===== config.mk =====
export PLATFORM = sky130hd
export DESIGN_NAME = acl_ssd_byte_sequencer_flat
export DESIGN_NICKNAME = d
export VERILOG_FILES = /design/src/rtl/acl_ssd_byte_sequencer_pkg.sv /design/src/rtl/acl_ssd_byte_sequencer_if.sv /design/src/rtl/acl_ssd_byte_sequencer_dwell_timer.sv /design/src/rtl/acl_ssd_byte_sequencer.sv /design/src/flat_wrapper.sv
export SDC_FILE = /design/constraint.sdc
export NUM_CORES = 1
export LEC_CHECK = 0
export ABC_AREA = 1
export CELL_PAD_IN_SITES_DETAIL_PLACEMENT = 0
export CELL_PAD_IN_SITES_GLOBAL_PLACEMENT = 2
export CORE_MARGIN = 1.5
export CORE_UTILIZATION = 33
export DETAILED_ROUTE_END_ITERATION = 8
export PLACE_DENSITY = 0.92
export RECOVER_POWER = 100
export REMOVE_ABC_BUFFERS = 1
export SYNTH_ARGS = -nofsm -noshare
export SYNTH_HDL_FRONTEND = slang
export SYNTH_HIERARCHICAL = 1
export SYNTH_SLANG_ARGS = --single-unit

===== constraint.sdc =====
create_clock -name i_clk_20mhz -period 5.8 [get_ports i_clk_20mhz]
set_input_delay 0.87 -clock i_clk_20mhz [delete_from_list [all_inputs] [get_ports i_clk_20mhz]]
set_output_delay 0.87 -clock i_clk_20mhz [all_outputs]
set_load 0.005 [all_outputs]

===== src/rtl/acl_ssd_byte_sequencer_pkg.sv =====
// -----------------------------------------------------------------------------
// acl_ssd_pkg
// Shared types for the accelerometer-to-PmodSSD byte sequencer.
//   t_seq_state : sequencer FSM states
//   t_nibble    : one hex digit driven to the SSD
//   t_byte      : one sample byte
//   t_bus       : widest possible sample (c_max_bytes bytes)
//   get_byte()  : select byte idx from a sample bus
// -----------------------------------------------------------------------------
package acl_ssd_pkg;

  localparam int c_max_bytes = 16;
  localparam int c_bus_w     = 8 * c_max_bytes;

  typedef enum logic [1:0] {
    ST_IDLE = 2'd0,
    ST_SHOW = 2'd1,
    ST_HOLD = 2'd2
  } t_seq_state;

  typedef logic [3:0]         t_nibble;
  typedef logic [7:0]         t_byte;
  typedef logic [c_bus_w-1:0] t_bus;

  function automatic t_byte get_byte(input t_bus data, input logic [3:0] idx);
    return data[8*idx +: 8];
  endfunction

endpackage


===== src/rtl/acl_ssd_byte_sequencer_if.sv =====
// -----------------------------------------------------------------------------
// acl_ssd_byte_sequencer_if
// Valid/ready sample handshake between the accelerometer reader (master) and
// the byte sequencer (slave).
//   i_sample_valid : sample present (master -> slave)
//   i_sample_data  : byte k = [8k+7:8k] (master -> slave)
//   o_sample_ready : slave accepts this cycle (slave -> master)
// Signal names are written from the sequencer's point of view.
// -----------------------------------------------------------------------------
interface acl_ssd_byte_sequencer_if #(
  parameter int PAR_BYTE_COUNT = 8
);

  logic                        i_sample_valid;
  logic                        o_sample_ready;
  logic [8*PAR_BYTE_COUNT-1:0] i_sample_data;

  modport master (
    output i_sample_valid,
    output i_sample_data,
    input  o_sample_ready
  );

  modport slave (
    input  i_sample_valid,
    input  i_sample_data,
    output o_sample_ready
  );

endinterface


===== src/rtl/acl_ssd_byte_sequencer_dwell_timer.sv =====
// -----------------------------------------------------------------------------
// dwell_timer
// Counts 0..PAR_DWELL_CYCLES-1 while enabled; o_terminal is high for the one
// enabled cycle at the last count, after which the counter restarts at 0.
//   i_clk, i_rst : clock, async active-high reset
//   i_en         : count enable (counter frozen when low)
//   i_clr        : synchronous clear, wins over i_en
//   o_terminal   : 1-cycle terminal-count pulse
// -----------------------------------------------------------------------------
module dwell_timer #(
  parameter int PAR_DWELL_CYCLES = 20_000_000
) (
  input  logic i_clk,
  input  logic i_rst,
  input  logic i_en,
  input  logic i_clr,
  output logic o_terminal
);

  localparam int             c_w    = $clog2(PAR_DWELL_CYCLES);
  localparam logic [c_w-1:0] c_last = c_w'(PAR_DWELL_CYCLES - 1);

  logic [c_w-1:0] count_q, count_d;

  assign o_terminal = i_en && (count_q == c_last);

  always_comb begin
    count_d = count_q;
    if (i_clr) begin
      count_d = '0;
    end else if (i_en) begin
      count_d = o_terminal ? '0 : count_q + 1'b1;
    end
  end

  always_ff @(posedge i_clk or posedge i_rst) begin
    if (i_rst) begin
      count_q <= '0;
    end else begin
      count_q <= count_d;
    end
  end

endmodule


===== src/rtl/acl_ssd_byte_sequencer.sv =====
// -----------------------------------------------------------------------------
// acl_ssd_byte_sequencer
// Captures multi-byte accelerometer samples and presents them one byte at a
// time as two hex nibbles for the PmodSSD driver. A new sample is only shown
// once the current one has wrapped, so each displayed sample is coherent.
//   i_clk_20mhz, i_rst_20mhz : clock, async active-high reset
//   sample_if (slave)        : valid/ready sample handshake
//   i_hold                   : level, freeze displayed byte
//   i_step                   : pulse, advance one byte now
//   o_value0 / o_value1      : low / high nibble of the displayed byte
//   o_byte_index             : index of the displayed byte
//   o_overrun                : sticky, a pending sample was overwritten
//
// state   | meaning
// ST_IDLE | no sample received yet, outputs 0
// ST_SHOW | dwell timer running, advance on terminal count or i_step
// ST_HOLD | timer and index frozen, i_step ignored
// -----------------------------------------------------------------------------
module acl_ssd_byte_sequencer
  import acl_ssd_pkg::*;
#(
  parameter int PAR_BYTE_COUNT   = 8,
  parameter int PAR_DWELL_CYCLES = 20_000_000
) (
  input  logic                          i_clk_20mhz,
  input  logic                          i_rst_20mhz,
  acl_ssd_byte_sequencer_if.slave       sample_if,
  input  logic                          i_hold,
  input  logic                          i_step,
  output logic [3:0]                    o_value0,
  output logic [3:0]                    o_value1,
  output logic [3:0]                    o_byte_index,
  output logic                          o_overrun
);

  localparam int c_data_w = 8 * PAR_BYTE_COUNT;

  t_seq_state          state_q, state_d;
  logic [3:0]          idx_q, idx_d;
  logic [c_data_w-1:0] display_q, display_d;
  logic [c_data_w-1:0] pending_q, pending_d;
  logic                pending_full_q, pending_full_d;
  logic                overrun_q, overrun_d;
  logic                ready_q;
  t_nibble             value0_q, value1_q;
  logic [3:0]          index_out_q;

  logic  xfer, terminal, advance, at_last, load_pending, timer_clr;
  t_byte cur_byte;

  assign xfer         = sample_if.i_sample_valid && ready_q;
  assign at_last      = (idx_q == 4'(PAR_BYTE_COUNT - 1));
  assign advance      = (state_q == ST_SHOW) && (terminal || i_step);
  // The pending sample replaces the display only when the last byte wraps.
  assign load_pending = advance && at_last && pending_full_q;
  assign timer_clr    = advance || ((state_q == ST_IDLE) && xfer);

  dwell_timer #(
    .PAR_DWELL_CYCLES(PAR_DWELL_CYCLES)
  ) u_dwell_timer (
    .i_clk      (i_clk_20mhz),
    .i_rst      (i_rst_20mhz),
    .i_en       (state_q == ST_SHOW),
    .i_clr      (timer_clr),
    .o_terminal (terminal)
  );

  always_comb begin
    state_d        = state_q;
    idx_d          = idx_q;
    display_d      = display_q;
    pending_d      = pending_q;
    pending_full_d = pending_full_q;
    overrun_d      = overrun_q;

    case (state_q)
      ST_IDLE: begin
        // First sample bypasses the pending buffer.
        if (xfer) begin
          display_d = sample_if.i_sample_data;
          idx_d     = '0;
          state_d   = ST_SHOW;
        end
      end
      ST_SHOW: begin
        if (advance) begin
          idx_d = at_last ? 4'd0 : idx_q + 4'd1;
        end
        if (i_hold) begin
          state_d = ST_HOLD;
        end
      end
      ST_HOLD: begin
        if (!i_hold) begin
          state_d = ST_SHOW;
        end
      end
      default: state_d = ST_IDLE;
    endcase

    if (load_pending) begin
      display_d      = pending_q;
      pending_full_d = 1'b0;
    end

    // A capture on the same cycle as the wrap refills the buffer just emptied,
    // so it does not count as an overrun.
    if (xfer && (state_q != ST_IDLE)) begin
      pending_d      = sample_if.i_sample_data;
      pending_full_d = 1'b1;
      if (pending_full_q && !load_pending) begin
        overrun_d = 1'b1;
      end
    end
  end

  assign cur_byte = get_byte(t_bus'(display_q), idx_q);

  always_ff @(posedge i_clk_20mhz or posedge i_rst_20mhz) begin
    if (i_rst_20mhz) begin
      state_q        <= ST_IDLE;
      idx_q          <= '0;
      display_q      <= '0;
      pending_q      <= '0;
      pending_full_q <= 1'b0;
      overrun_q      <= 1'b0;
      ready_q        <= 1'b0;
      value0_q       <= '0;
      value1_q       <= '0;
      index_out_q    <= '0;
    end else begin
      state_q        <= state_d;
      idx_q          <= idx_d;
      display_q      <= display_d;
      pending_q      <= pending_d;
      pending_full_q <= pending_full_d;
      overrun_q      <= overrun_d;
      ready_q        <= 1'b1;
      value0_q       <= cur_byte[3:0];
      value1_q       <= cur_byte[7:4];
      index_out_q    <= idx_q;
    end
  end

  assign sample_if.o_sample_ready = ready_q;
  assign o_value0                 = value0_q;
  assign o_value1                 = value1_q;
  assign o_byte_index             = index_out_q;
  assign o_overrun                = overrun_q;

endmodule

===== src/flat_wrapper.sv =====
// flat-port wrapper written by rule: the top's interface ports become plain ports
module acl_ssd_byte_sequencer_flat import acl_ssd_pkg::*;
#(
  parameter int PAR_BYTE_COUNT   = 8,
  parameter int PAR_DWELL_CYCLES = 20_000_000
)
  (i_clk_20mhz, i_rst_20mhz, i_hold, i_step, o_value0, o_value1, o_byte_index, o_overrun, sample_if_i_sample_valid, sample_if_i_sample_data, sample_if_o_sample_ready);
  acl_ssd_byte_sequencer_if #(.PAR_BYTE_COUNT(PAR_BYTE_COUNT)) sample_if_i ();
  input  logic i_clk_20mhz;
  input  logic i_rst_20mhz;
  input  logic i_hold;
  input  logic i_step;
  output logic [3:0] o_value0;
  output logic [3:0] o_value1;
  output logic [3:0] o_byte_index;
  output logic o_overrun;
  input wire logic [$bits(sample_if_i.i_sample_valid)-1:0] sample_if_i_sample_valid;
  input wire logic [$bits(sample_if_i.i_sample_data)-1:0] sample_if_i_sample_data;
  output wire logic [$bits(sample_if_i.o_sample_ready)-1:0] sample_if_o_sample_ready;
  assign sample_if_i.i_sample_valid = sample_if_i_sample_valid;
  assign sample_if_i.i_sample_data = sample_if_i_sample_data;
  assign sample_if_o_sample_ready = sample_if_i.o_sample_ready;
  acl_ssd_byte_sequencer #(.PAR_BYTE_COUNT(PAR_BYTE_COUNT), .PAR_DWELL_CYCLES(PAR_DWELL_CYCLES)) u_core (.i_clk_20mhz(i_clk_20mhz), .i_rst_20mhz(i_rst_20mhz), .sample_if(sample_if_i), .i_hold(i_hold), .i_step(i_step), .o_value0(o_value0), .o_value1(o_value1), .o_byte_index(o_byte_index), .o_overrun(o_overrun));
endmodule

==> metrics.md <==
| Metric | Value |
|---|---|
| Port-buffer cells | 82 |
| GRT Resource Usage Total | 0.179 |
| Fmax | about 240 MHz |
| Die width | 170 um |
| Die area | roughly 0.029 sq mm |
| Hold path startpoint | u_core/o_overrun |
| Num Clock Sinks | roughly 170 |
| DR vias | between 8000 and 9000 |
| Area Overhead vs Synth | 17.1% |
| YS warnings | 6 |
| DR iter-0 viols | 558 |
| Final setup violation count | 0 |
| VDD IR max | ~0.23 mV |
| WL per Instance | 14.2 um |
| CP required | 6.13 ns |
| Leak pwr | 5.44 nW |
| Rows | roughly 60 |
| Gpl congestion | slightly below 0.8 |
| Setup TNS | 0 ns |
| Max-cap violations | 2 |
| First-pass GRT wire length | 40900 um |
| Clock Tree Root | clkbuf_16 |
| H-tree levels | 4 |
| Die height | 170 um |
| Status | complete, but fails checks |
| Crit. Startpoint | u_core/idx_q[0] |
| Via density | 4.67 |
| Min Tclk post-route | 4.09 ns |
| Sequential-to-total area share from yosys stat | 0.471 |
| Starting Density | 0.334 |
| Setup crit start kind | flop |
| Crit end category | flop |
| Critical Path AT | between 4 and 5 ns |
| Crit Path Max Fanout | a little under 60 |
| Slew Viols, Final | 84 |
| Min-delay worst type | flop to flop |
| Area of the mapped netlist | between 0.009 and 0.01 sq mm |
| Rel. slew slack | -0.527 |
| 1st-pass router iterations | 5 |
| Drt total wl | 24500 um |
| Pwr Density | 422 mW/mm^2 |
| CTS Hold Buffers Added | 0 |
| Layout cells sized above 1 | 0.0462 |
| Synth Instances | 1292 |
| Skew final | 0.0179 ns |
| Final layout net count | 1399 |
| CTS tree | built |
| N_diodes | 0 |
| Reg-to-reg startpoint | u_core/idx_q[0] |
| Post_cts resized | 0 |
| Final ANT Viol Nets | 0 |
| DRC | 0 |
| Post-CTS Setup Bufs | 0 |
| Clk slew on worst S/H paths | 0.08 ns |
| Crit Path Category | flop to flop |
| Ports | 83 |
| Vias in the first global route | 7920 |
| Setup WS pre-CTS | between 2 and 2.5 ns |
| Largest net degree at the start of global routing | 96 |
| Failing checks | max-capacitance violations, max-slew violations |
| Slack of the critical path | between 1.5 and 2 ns |
| CTS max path bufs | 2 |
| RSZ-0062 raised after global routing | false |
| Seq cells post-synth | 174 |
| Initial antenna violation count | 0 |
| Number of buffers created by CTS | 17 |
| Worst skew pair latency | 0.44 ns |
| Synth Area per Inst | roughly 7.2 sq um |
| Total core area | 0.0277 sq mm |
| Worst-Margin Slew | around 2.3 ns |
| DP Wirelength | roughly 15000 um |
| Hold Violations, Final | 0 |
| Fin crit share | 0.706 |
| Synth unique cells | 31 |
| Congestion Overflow GR | 0 |
## routing by layer
layer	global-route usage	vias to the layer above	routed length (um)
met5	0	-	0
met4	0.0458	0	303
met3	0.0272	16	773
met2	0.297	142	11500
met1	0.243	3775	11800
li1	-	4098	-
## cell families after synthesis
family / Yosys count / share of synthesized area
other: 1 / 0.000406
xor gates and xnor gates: 10 / 0.00948
AOI/OAI and AO/OA: 84 / 0.0458
and+or+nand+nor: 773 / 0.360
DFF: 174 / 0.471
adders and majority gates: 2 / 0.00271
buffers and inverters: 248 / 0.110
## cell usage after synthesis, drive strengths merged
cell type  count  share of area
a21oi          5         0.0027
and3           2         0.0014
buf           63          0.035
clkbuf        14         0.0057
clkinv         3         0.0012
conb           1        0.00041
dfrtp        174           0.47
ha             2         0.0027
inv          168          0.068
nand2        485           0.20
nand3        128          0.070
nand3b         1        0.00081
nand4         70          0.047
nor2          79          0.037
nor3           7         0.0043
nor4           1        0.00068
o21ai         78          0.042
o21bai         1        0.00081
xnor2          2         0.0019
xor2           8         0.0076
## critical path, cell delays in order (launching register included)
cell	delay (ns)
dfrtp_1	0.54
clkbuf_1	1.08
ha_1	0.34
nand2_1	0.11
nor2_4	0.73
nand3_4	0.11
clkbuf_2	0.68
nand3_1	0.29
nand2_1	0.07
## power breakdown
| part | leakage, nW | switching (mW) | internal, mW |
|---|---|---|---|
| combinational | 2.96 | 0.939 | 0.529 |
| sequential | 2.19 | 0.240 | 1.71 |
| clock | 0.286 | 0.560 | 0.587 |
## registers in the layout, summed over array words and instances, names as in the netlist
register and count:
u_core/display_q 64, u_core/idx_q 4, u_core/o_byte_index 4, u_core/o_overrun 1, u_core/o_value0 4, u_core/o_value1 4, u_core/pending_full_q 1, u_core/pending_q 64
u_core/sample_if.o_sample_ready 1, u_core/state_q 2, u_core/u_dwell_timer/count_q 25
## cell type report
type | count | area (sq um)
multi-input cells | 870 | 3880
flip-flops and latches | 174 | 4360
well taps | 378 | 473
inverters | 171 | 643
repair buffers | 94 | 892
clock inverters | 14 | 140
clock buffers | 18 | 439
fillers | 2935 | 16900
## per-stage QoR
| stage | std cells | total power, mW | hold WS [ns] | instance area [sq um] | utilization |
|---|---|---|---|---|---|
| 2_1_floorplan | 1215 | 2.95 | 0.418 | 8860 | - |
| 3_3_place_gp | 1687 | 3.46 | 0.464 | 10300 | 0.371 |
| 3_5_place_dp | 1687 | 3.49 | 0.461 | 10300 | 0.371 |
| 4_1_cts | 1719 | 4.66 | 0.487 | 10900 | 0.392 |
| 5_1_grt | 1719 | 4.96 | 0.502 | 10800 | 0.391 |
| 6_report | 1719 | 4.57 | 0.477 | 10800 | 0.391 |
## placed cells by master, fill, tap and decap left out, types with 17 or more instances in the layout
cell,count
nand3_1,126
nor2_1,69
inv_1,165
clkdlybuf4s50_1,65
nand4_1,70
dfrtp_1,173
dlygate4sd3_1,17
nand2_1,479
o21ai_0,78
clkbuf_16,17
## path summary, 6_finish.rpt
kind | endpoint | slack [ns] | depth (start not counted)
worst max-delay path | u_core/display_q[28] | 1.71 | 8
worst min-delay path | u_core/o_overrun | 0.48 | 1
worst max register to register | u_core/display_q[28] | 1.71 | 8
worst min register to register | u_core/o_overrun | 0.48 | 1
max in group asynchronous | u_core/display_q[43] | 2.02 | 3
min in group asynchronous | u_core/u_dwell_timer/count_q[5] | 1.18 | 2
No activity file was read; power rests on OpenSTA's default activity.
